==> src/rtl/riscv_mstage_lsu.sv <==
// -----------------------------------------------------------------------------
// riscv_mstage_lsu
//
// Memory-stage load/store unit. Takes the execute-stage ALU result as the
// effective address and rs2 as store data, runs a request/grant/response
// exchange with data memory, aligns byte lanes, sign/zero-extends loads and
// stalls the pipeline until the access has completed.
//
// Optional build macro: RISCV_MSTAGE_MISALIGN_CHK_EN
//   defined   : an access not naturally aligned to its size raises
//               o_riscv_mstage_misaligned in IDLE and is not issued.
//   undefined : o_riscv_mstage_misaligned is tied 0 and the low address bits
//               below the access size are cleared (access forced aligned).
//
// Ports
//   i_riscv_clk / i_riscv_rst        clock, synchronous active-high reset
//   i_riscv_mstage_*                 op from the E/M register (valid, read,
//                                    write, funct3, address, store data)
//   o_riscv_mstage_stall             freeze PC/IF/ID/EX/EM registers
//   o_riscv_mstage_rdata(_valid)     extended load result + 1-cycle strobe
//   o_riscv_mstage_misaligned        misaligned access flag
//   o_riscv_dmem_*                   request, write enable, aligned address,
//                                    lane-shifted data, byte mask
//   i_riscv_dmem_gnt/rvalid/rdata    grant, read-data valid, read data
//
// Memory handshake: req is held high with addr/wdata/bytemask/we stable until
// the cycle gnt is sampled high; the request is accepted on that edge. For a
// load, read data is taken on the first cycle rvalid is high after the grant.
// gnt and rvalid arriving in any other state are ignored.
// -----------------------------------------------------------------------------
module riscv_mstage_lsu #(
    parameter int XLEN       = 64,
    parameter int DMEM_BYTES = XLEN / 8
) (
    input  logic                  i_riscv_clk,
    input  logic                  i_riscv_rst,
    input  logic                  i_riscv_mstage_valid,
    input  logic                  i_riscv_mstage_memread,
    input  logic                  i_riscv_mstage_memwrite,
    input  logic [2:0]            i_riscv_mstage_funct3,
    input  logic [XLEN-1:0]       i_riscv_mstage_addr,
    input  logic [XLEN-1:0]       i_riscv_mstage_wdata,
    output logic                  o_riscv_mstage_stall,
    output logic [XLEN-1:0]       o_riscv_mstage_rdata,
    output logic                  o_riscv_mstage_rdata_valid,
    output logic                  o_riscv_mstage_misaligned,
    output logic                  o_riscv_dmem_req,
    output logic                  o_riscv_dmem_we,
    output logic [XLEN-1:0]       o_riscv_dmem_addr,
    output logic [XLEN-1:0]       o_riscv_dmem_wdata,
    output logic [DMEM_BYTES-1:0] o_riscv_dmem_bytemask,
    input  logic                  i_riscv_dmem_gnt,
    input  logic                  i_riscv_dmem_rvalid,
    input  logic [XLEN-1:0]       i_riscv_dmem_rdata
);

    localparam logic [1:0] S_IDLE = 2'd0;
    localparam logic [1:0] S_REQ  = 2'd1;
    localparam logic [1:0] S_WAIT = 2'd2;
    localparam logic [1:0] S_DONE = 2'd3;

    logic [1:0]            state;
    logic [2:0]            funct3_q;
    logic [2:0]            off_q;

    logic                  mem_op;
    logic                  start;
    logic [1:0]            size;
    logic [2:0]            low_mask;
    logic [2:0]            off_in;
    logic [DMEM_BYTES-1:0] base_mask;
    logic [XLEN-1:0]       shifted;
    logic [XLEN-1:0]       load_ext;

    assign mem_op = i_riscv_mstage_valid &
                    (i_riscv_mstage_memread | i_riscv_mstage_memwrite);
    assign size   = i_riscv_mstage_funct3[1:0];

    // Address bits that must be zero for a naturally aligned access.
    always_comb begin
        case (size)
            2'd0:    low_mask = 3'b000;
            2'd1:    low_mask = 3'b001;
            2'd2:    low_mask = 3'b011;
            default: low_mask = 3'b111;
        endcase
    end

    always_comb begin
        case (size)
            2'd0:    base_mask = DMEM_BYTES'(8'h01);
            2'd1:    base_mask = DMEM_BYTES'(8'h03);
            2'd2:    base_mask = DMEM_BYTES'(8'h0F);
            default: base_mask = DMEM_BYTES'(8'hFF);
        endcase
    end

`ifdef RISCV_MSTAGE_MISALIGN_CHK_EN
    logic mis_hit;
    assign mis_hit = |(i_riscv_mstage_addr[2:0] & low_mask);
    assign off_in  = i_riscv_mstage_addr[2:0];
    assign start   = (state == S_IDLE) & mem_op & ~mis_hit;
    assign o_riscv_mstage_misaligned = (state == S_IDLE) & mem_op & mis_hit;
`else
    // Misaligned offsets are rounded down to the access size.
    assign off_in  = i_riscv_mstage_addr[2:0] & ~low_mask;
    assign start   = (state == S_IDLE) & mem_op;
    assign o_riscv_mstage_misaligned = 1'b0;
`endif

    // Load data: move the addressed lane down to bit 0, then extend.
    always_comb begin
        shifted = i_riscv_dmem_rdata >> {off_q, 3'b000};
        case (funct3_q)
            3'b000:  load_ext = {{(XLEN-8){shifted[7]}},   shifted[7:0]};
            3'b001:  load_ext = {{(XLEN-16){shifted[15]}}, shifted[15:0]};
            3'b010:  load_ext = {{(XLEN-32){shifted[31]}}, shifted[31:0]};
            3'b100:  load_ext = {{(XLEN-8){1'b0}},         shifted[7:0]};
            3'b101:  load_ext = {{(XLEN-16){1'b0}},        shifted[15:0]};
            3'b110:  load_ext = {{(XLEN-32){1'b0}},        shifted[31:0]};
            default: load_ext = shifted;
        endcase
    end

    always_ff @(posedge i_riscv_clk) begin
        if (i_riscv_rst) begin
            state                      <= S_IDLE;
            funct3_q                   <= '0;
            off_q                      <= '0;
            o_riscv_dmem_we            <= 1'b0;
            o_riscv_dmem_addr          <= '0;
            o_riscv_dmem_wdata         <= '0;
            o_riscv_dmem_bytemask      <= '0;
            o_riscv_mstage_rdata       <= '0;
            o_riscv_mstage_rdata_valid <= 1'b0;
        end else begin
            o_riscv_mstage_rdata_valid <= 1'b0;
            case (state)
                S_IDLE: begin
                    if (start) begin
                        state                 <= S_REQ;
                        funct3_q              <= i_riscv_mstage_funct3;
                        off_q                 <= off_in;
                        // Read+write together is treated as a store.
                        o_riscv_dmem_we       <= i_riscv_mstage_memwrite;
                        o_riscv_dmem_addr     <= {i_riscv_mstage_addr[XLEN-1:3], 3'b000};
                        o_riscv_dmem_wdata    <= i_riscv_mstage_wdata << {off_in, 3'b000};
                        o_riscv_dmem_bytemask <= base_mask << off_in;
                    end
                end
                S_REQ: begin
                    if (i_riscv_dmem_gnt) begin
                        state <= o_riscv_dmem_we ? S_DONE : S_WAIT;
                    end
                end
                S_WAIT: begin
                    if (i_riscv_dmem_rvalid) begin
                        o_riscv_mstage_rdata       <= load_ext;
                        o_riscv_mstage_rdata_valid <= 1'b1;
                        state                      <= S_DONE;
                    end
                end
                // The op is still in E/M during DONE; returning to IDLE here
                // and releasing stall lets it leave without being re-issued.
                default: state <= S_IDLE;
            endcase
        end
    end

    assign o_riscv_dmem_req = (state == S_REQ);

    always_comb begin
        o_riscv_mstage_stall = 1'b0;
        if (!i_riscv_rst) begin
            case (state)
                S_IDLE:  o_riscv_mstage_stall = start;
                S_REQ:   o_riscv_mstage_stall = 1'b1;
                S_WAIT:  o_riscv_mstage_stall = 1'b1;
                default: o_riscv_mstage_stall = 1'b0;
            endcase
        end
    end

endmodule

==> config.mk <==
export PLATFORM = sky130hd
export DESIGN_NAME = riscv_mstage_lsu
export DESIGN_NICKNAME = d
export VERILOG_FILES = /design/src/rtl/riscv_mstage_lsu.sv
export SDC_FILE = /design/constraint.sdc
export NUM_CORES = 1
export LEC_CHECK = 0
export CORE_MARGIN = 2
export CORE_UTILIZATION = 41
export DETAILED_ROUTE_END_ITERATION = 7
export PLACE_DENSITY = 0.8
export SLEW_MARGIN = 25
export SYNTH_ARGS = -nofsm -noshare
export SYNTH_HDL_FRONTEND = slang
export SYNTH_SLANG_ARGS = --single-unit
==> constraint.sdc <==
create_clock -name i_riscv_clk -period 2.1 [get_ports i_riscv_clk]
set_input_delay 0.42 -clock i_riscv_clk [delete_from_list [all_inputs] [get_ports i_riscv_clk]]
set_output_delay 0.42 -clock i_riscv_clk [all_outputs]
set_load 0.01 [all_outputs]
; ---- Word level (Yosys, flattened, before mapping)
; Index checks and enable logic that the tools add are counted.
[classes]
shift = 3
n_bitwise = 6
mux = 11
reduce_logical = 8
eq_ne = 12
[ops]
columns = cell, n
row1 = $pmux W64 S6, 1
row2 = $shl A64 B6 Y64, 1
row3 = $shr A64 B6 Y64, 1
row4 = $pmux W8 S3, 1
row5 = $eq A3 B3 Y1 const B, 3
row6 = $pmux W3 S3, 1
row7 = $shl A8 B3 Y8, 1
row8 = $mux W2, 3
row9 = $pmux W2 S3, 1
row10 = $eq A2 B1 Y1 const B, 2
row11 = $eq A2 B2 Y1 const B, 2
row12 = $logic_not A2 Y1, 2
row13 = $ne A2 B2 Y1 const B, 2
row14 = $reduce_and A2 Y1, 2
row15 = $reduce_or A2 Y1, 2
row16 = $and A3 B3 Y3, 1
row17 = $eq A3 B1 Y1 const B, 1
row18 = $eq A3 B2 Y1 const B, 1
row19 = $logic_not A3 Y1, 1
row20 = $mux W1, 3
row21 = $not A3 Y3, 1
row22 = $reduce_and A3 Y1, 1
row23 = $and A1 B1 Y1, 2
row24 = $ne A2 B1 Y1 const B, 1
row25 = 3 further kinds, 3
[word_totals]
output_inout_bits = 205
register_bits = 207

; ---- Logic depth before layout (Yosys ltp)
; Gate-level depths: netlist of the first run.
[depth]
word_depth = 5
ltp_mapped = 9

; ---- Worst setup path after synthesis of the first run
; No wires, ideal clock.
[synth_path]
path_kind = flip-flop to output port
startpoint = register state[0]
endpoint = output o_riscv_mstage_stall
path_stages_with_launch = 8
t_required_ns = 1.680
t_arrival_ns = 1.628
setup_slack_ns = 0.052
cell_sequence = dfxtp_1 inv_1 ha_1 o211a_1 clkbuf_1 clkbuf_1 nor2_1 nor3_1
[synth_between]
elab_chain_len = 4
word_cells_on_any_way = 7
[synth_lines]
columns = item, line_no
row1 = "start, declared", 62  ; logic [1:0] state;
row2 = "start signal, assigned", 153  ; state <= o_riscv_dmem_we ? S_DONE : S_WAIT;
row3 = $eq A2 B1 Y1 (tied with other cells), 175  ; case (state)
row4 = $reduce_or A2 Y1 (no source line) / $and A1 B1 Y1 (equally long branches), n/a
row5 = $pmux W1 S2 (*), 175
row6 = $mux W1 (*), 174  ; if (!i_riscv_rst) begin
row7 = "end, declared", 43  ; output logic o_riscv_mstage_stall,
; Every way passes the cells marked *; elsewhere a longest branch is shown, timed or not.

; ---- Worst setup path in the final report of the first run
[layout_path]
startpoint = register off_q[1]
endpoint = register o_riscv_mstage_rdata[11]
[layout_between]
elab_chain_len = 2
[layout_lines]
columns = item, line_no
row1 = "start, declared", 64  ; logic [2:0] off_q;
row2 = "start signal, assigned", 143  ; off_q <= off_in;
row3 = $shr A64 B6 Y64, 113  ; shifted = i_riscv_dmem_rdata >> {off_q, 3'b000};
row4 = $pmux W64 S6, 114  ; case (funct3_q)
row5 = "end signal, assigned", 158  ; o_riscv_mstage_rdata <= load_ext;
row6 = "end, declared", 44  ; output logic [XLEN-1:0] o_riscv_mstage_rdata,
; No other way between the ends.
; A chain may end at the register's enable or synchronous reset.

==> results of run 1 <==
-- state kept, by name, summed over array words and instances (netlist names) --
| register | flops |
|---|---|
| state | 2 |
| o_riscv_dmem_bytemask | 8 |
| off_q | 3 |
| o_riscv_dmem_we | 1 |
| o_riscv_dmem_addr | 61 |
| funct3_q | 3 |
| o_riscv_mstage_rdata_valid | 1 |
| o_riscv_mstage_rdata | 64 |
| o_riscv_dmem_wdata | 64 |
-- tightest hold or removal path, delay by kind of cell --
| family | cells | cell delay [ps] |
|---|---|---|
| buffers and inverters | 1 | 390 |
| and+or+nand+nor | 1 | 50 |
| AOI/OAI and AO/OA | 1 | 50 |
-- layer usage --
metal / part of all wire [%] / wire [um] / vias up
met4: 5.2 / 2515 / 0
met5: 0 / 0 / -
met2: 46 / 22200 / 758
met1: 39 / 18820 / 6027
li1: - / - / 5832
met3: 9.3 / 4463 / 146
-- cell type report --
class	instances	area share, %
multi-input combinational	1047	37.40
clock buffer	36	4.132
inverter	12	0.2817
timing repair buffer	562	31.22
tap	341	2.463
sequential	207	23.97
clock inverter	6	0.5273
-- layout by cell type, fill, tap and decap left out, types with 5 or more instances in the layout --
cell / synthesis / routed
a211oi_1: 27 / 27
a211oi_2: 30 / 30
a21oi_1: 110 / 110
a221oi_1: 22 / 22
a22oi_1: 32 / 32
a311oi_1: 18 / 18
a31o_2: 6 / 6
buf_12: 0 / 13
buf_4: 8 / 144
clkbuf_1: 84 / 5
clkbuf_16: 0 / 25
clkbuf_8: 0 / 7
clkdlybuf4s50_1: 0 / 399
dfxtp_1: 207 / 202
inv_1: 11 / 9
mux2_2: 17 / 17
mux2i_1: 106 / 106
mux4_2: 11 / 11
nand2_1: 277 / 277
nand2b_1: 21 / 20
nand3_1: 18 / 18
nor2_1: 180 / 180
nor2b_1: 25 / 23
nor3_1: 25 / 24
o211ai_1: 6 / 6
o21ai_0: 26 / 24
o221ai_1: 8 / 8
o22ai_1: 11 / 11
o2bb2ai_1: 10 / 10
o31a_1: 8 / 8
or3_1: 5 / 5
-- cell families after synthesis --
logic type | after synthesis | share of synthesized area, %
AO/OA/AOI/OAI | 338 | 22.14
adder cells (fa/ha/maj) | 4 | 0.4468
buffers and inverters | 139 | 5.775
flip-flops | 207 | 37.00
multiplexers | 136 | 13.59
other | 1 | 0.03348
AND/OR/NAND/NOR | 565 | 21.01
-- through the flow --
stage | setup TNS, ps | setup slack, ps | hold slack [ps] | util, %
CTS | 0 | 0.4724 | 424.3 | 64.03
global route | -1.493 | -1.493 | 444.5 | 64.45
floorplan | 0 | 52.03 | 455.0 | -
detailed placement | -44640 | -448.3 | 445.7 | 61.02
global placement | -40250 | -427.6 | 440.9 | 61.02
finish | 0 | 28.62 | 445.7 | 64.45
-- worst max-delay path by stage --
stage,from,to,slack [ps],depth (start not counted)
after floorplan,state[0]$_SDFFE_PP0P_,o_riscv_mstage_stall,50,7
after global placement,i_riscv_mstage_funct3[0],o_riscv_dmem_wdata[60]$_SDFFE_PP0P_,-430,8
after detailed placement,i_riscv_mstage_funct3[0],o_riscv_dmem_wdata[28]$_SDFFE_PP0P_,-450,9
after CTS,state[1]$_SDFFE_PP0P_,o_riscv_mstage_stall,0.5,5
after global routing,off_q[2]$_SDFFE_PP0P_,o_riscv_mstage_rdata[62]$_SDFFE_PP0P_,-1,8
final,off_q[1]$_SDFFE_PP0P_,o_riscv_mstage_rdata[11]$_SDFFE_PP0P_,30,6
-- power groups by stage --
stage | combinational [mW] | sequential, mW | clock [mW]
detailed placement | 5.29 | 5.04 | 0
floorplan | 2.31 | 5.19 | 0
CTS | 5.32 | 4.97 | 4.35
global route | 5.80 | 5.04 | 4.51
finish | 5.42 | 4.98 | 4.29
global placement | 5.24 | 5.02 | 0
-- repair_timing --
item	4_1_cts	5_1_grt
resized for setup	12	9
pin swaps	0	2
setup endpoints to repair	7	61
hold endpoints to repair	0	0
buffers inserted	0	6
gates cloned	0	2
==> results.ini, run 1 <==
[grt]
gr-usage-met3_pct=7.043
met2_usage_pct=52.65
antenna_found_initial=0
use_met1_pct=39.78
grt_overflow=0
grt_pass1_wl_mm=71.75
grt_max_degree=208
grt_pass1_vias=12427
grt-busiest-layer=met2
groute.usage.overall_pct=31.98

[setup_path]
cp-end-kind=flop
worst_path_max_delay_cell=dfxtp_4
cp.required_ps=2460
worstSetupPathType=flop to flop
reg2regPathDepth=6
reg2reg_to=o_riscv_mstage_rdata[11]$_SDFFE_PP0P_
path_cells=buf_12, mux2i_1, mux4_2, nor2_1, nor2_1, nor3_1
cp_max_fo=47
startpoint_type=flop
cp.arrival_ps=2430
crit_family=multiplexers
path_buf_inv=1
cp_slowest_stage_delay_ps=440
ff2ff_setup_slack_ps=30
r2r_start=off_q[1]$_SDFFE_PP0P_
path_common_cell=nor2_1

[power_and_ir_drop]
p_int_mw=9.798
cellLeakagePower_nw=6.437
p_sw_mw=4.889
pwr-share-seq_pct=33.9
p_clk_share_pct=29.2
powerDensity_mw_per_mm2=847.9
power.total_mw=14.69
switching_share_pct=33.29
peakVddDrop_mv=0.7092
p_comb_share_pct=36.9

[finish]
nets=2060
multi_input_area_mm2=0.006479
drive_gt1_share_pct=15.67
seq_area_mm2=0.004153
area_growth_pct=54.65
final_area_mm2=0.01732
n_antenna_cell=0
final_cells=2211
n_fill_cell=2280

[placed_design]
port_buffers=402
gp_congestion=0.9806
placed_area_mm2=0.01640
hpwl_mm=35.84
placed_cells=2161

[synth]
syn_inst=1390
synth.distinct_cells=61
synth_edf_count=0
syn_avg_cell_area_um2=8.058
ys_top_cells_by_count=277 x nand2_1, 207 x dfxtp_1, 180 x nor2_1
ys_warn_count=0
synth_area_mm2=0.01120
synthArstFlopShare_pct=0
yosysMostFrequentCell=nand2_1
ys_top_cells_by_area=dfxtp_1 37%, mux2i_1 9.5%, nand2_1 9.3%, nor2_1 6.0%, a21oi_1 4.9%
synth_top_area_cell=dfxtp_1
yosysSeqAreaShare_pct=37.00
synth_top_area_share_pct=37.00
ys_ff_latch=207
ys.flop_type=dfxtp_1

[floorplanning]
die_y_um=169.3
fp.dieW_um=169.3
fp.dieArea_mm2=0.02866
core-area_mm2=0.02688
rows=60
io_pins=407
start_util_pct=41.68

[clock_network]
cts_tree=done
h-tree-depth=1
clk_latency_ps=530
cts-root-buf=clkbuf_16
cts_buffer_depth=3
clock-sinks=207
cts_hold_buf=0
clk_pin_slew_ps=60
cts_buffers=24

[hold_path]
whs_path_depth=3
min_from=i_riscv_mstage_addr[45]
hold_path_class=primary input to flop
hold_end=o_riscv_dmem_addr[45]$_SDFFE_PP0P_

[route]
drt_iter0_markers=1317
first_pass_iters=5
viasPerCell=5.773
num_vias=12763
routed_wl_mm=47.99
drtAntennaViolNets=0
drc=0
post_drt_wl_per_cell_um=21.71

[sta]
final-hold-violation-count=0
relSlewSlack_pct=18.37
drv_slew=0
setup_viol=0
fmax_mhz=482.8
finalCritPeriodShare_pct=98.64
period_minus_slack_ps=2071
tightest_slew_ps=1224
clock_skew_ps=15.97
grt_setup_unrepaired=yes

[status]
outcome=finished clean

[flow_run]
maxCapViolations=0

Power figures use the tool's default switching activity.
==> run 2, diff against run 1 <==
- SLEW_MARGIN: 25 -> 20
==> results of run 2 <==
Final layout, timing and power as in run 1 (identical DEF).
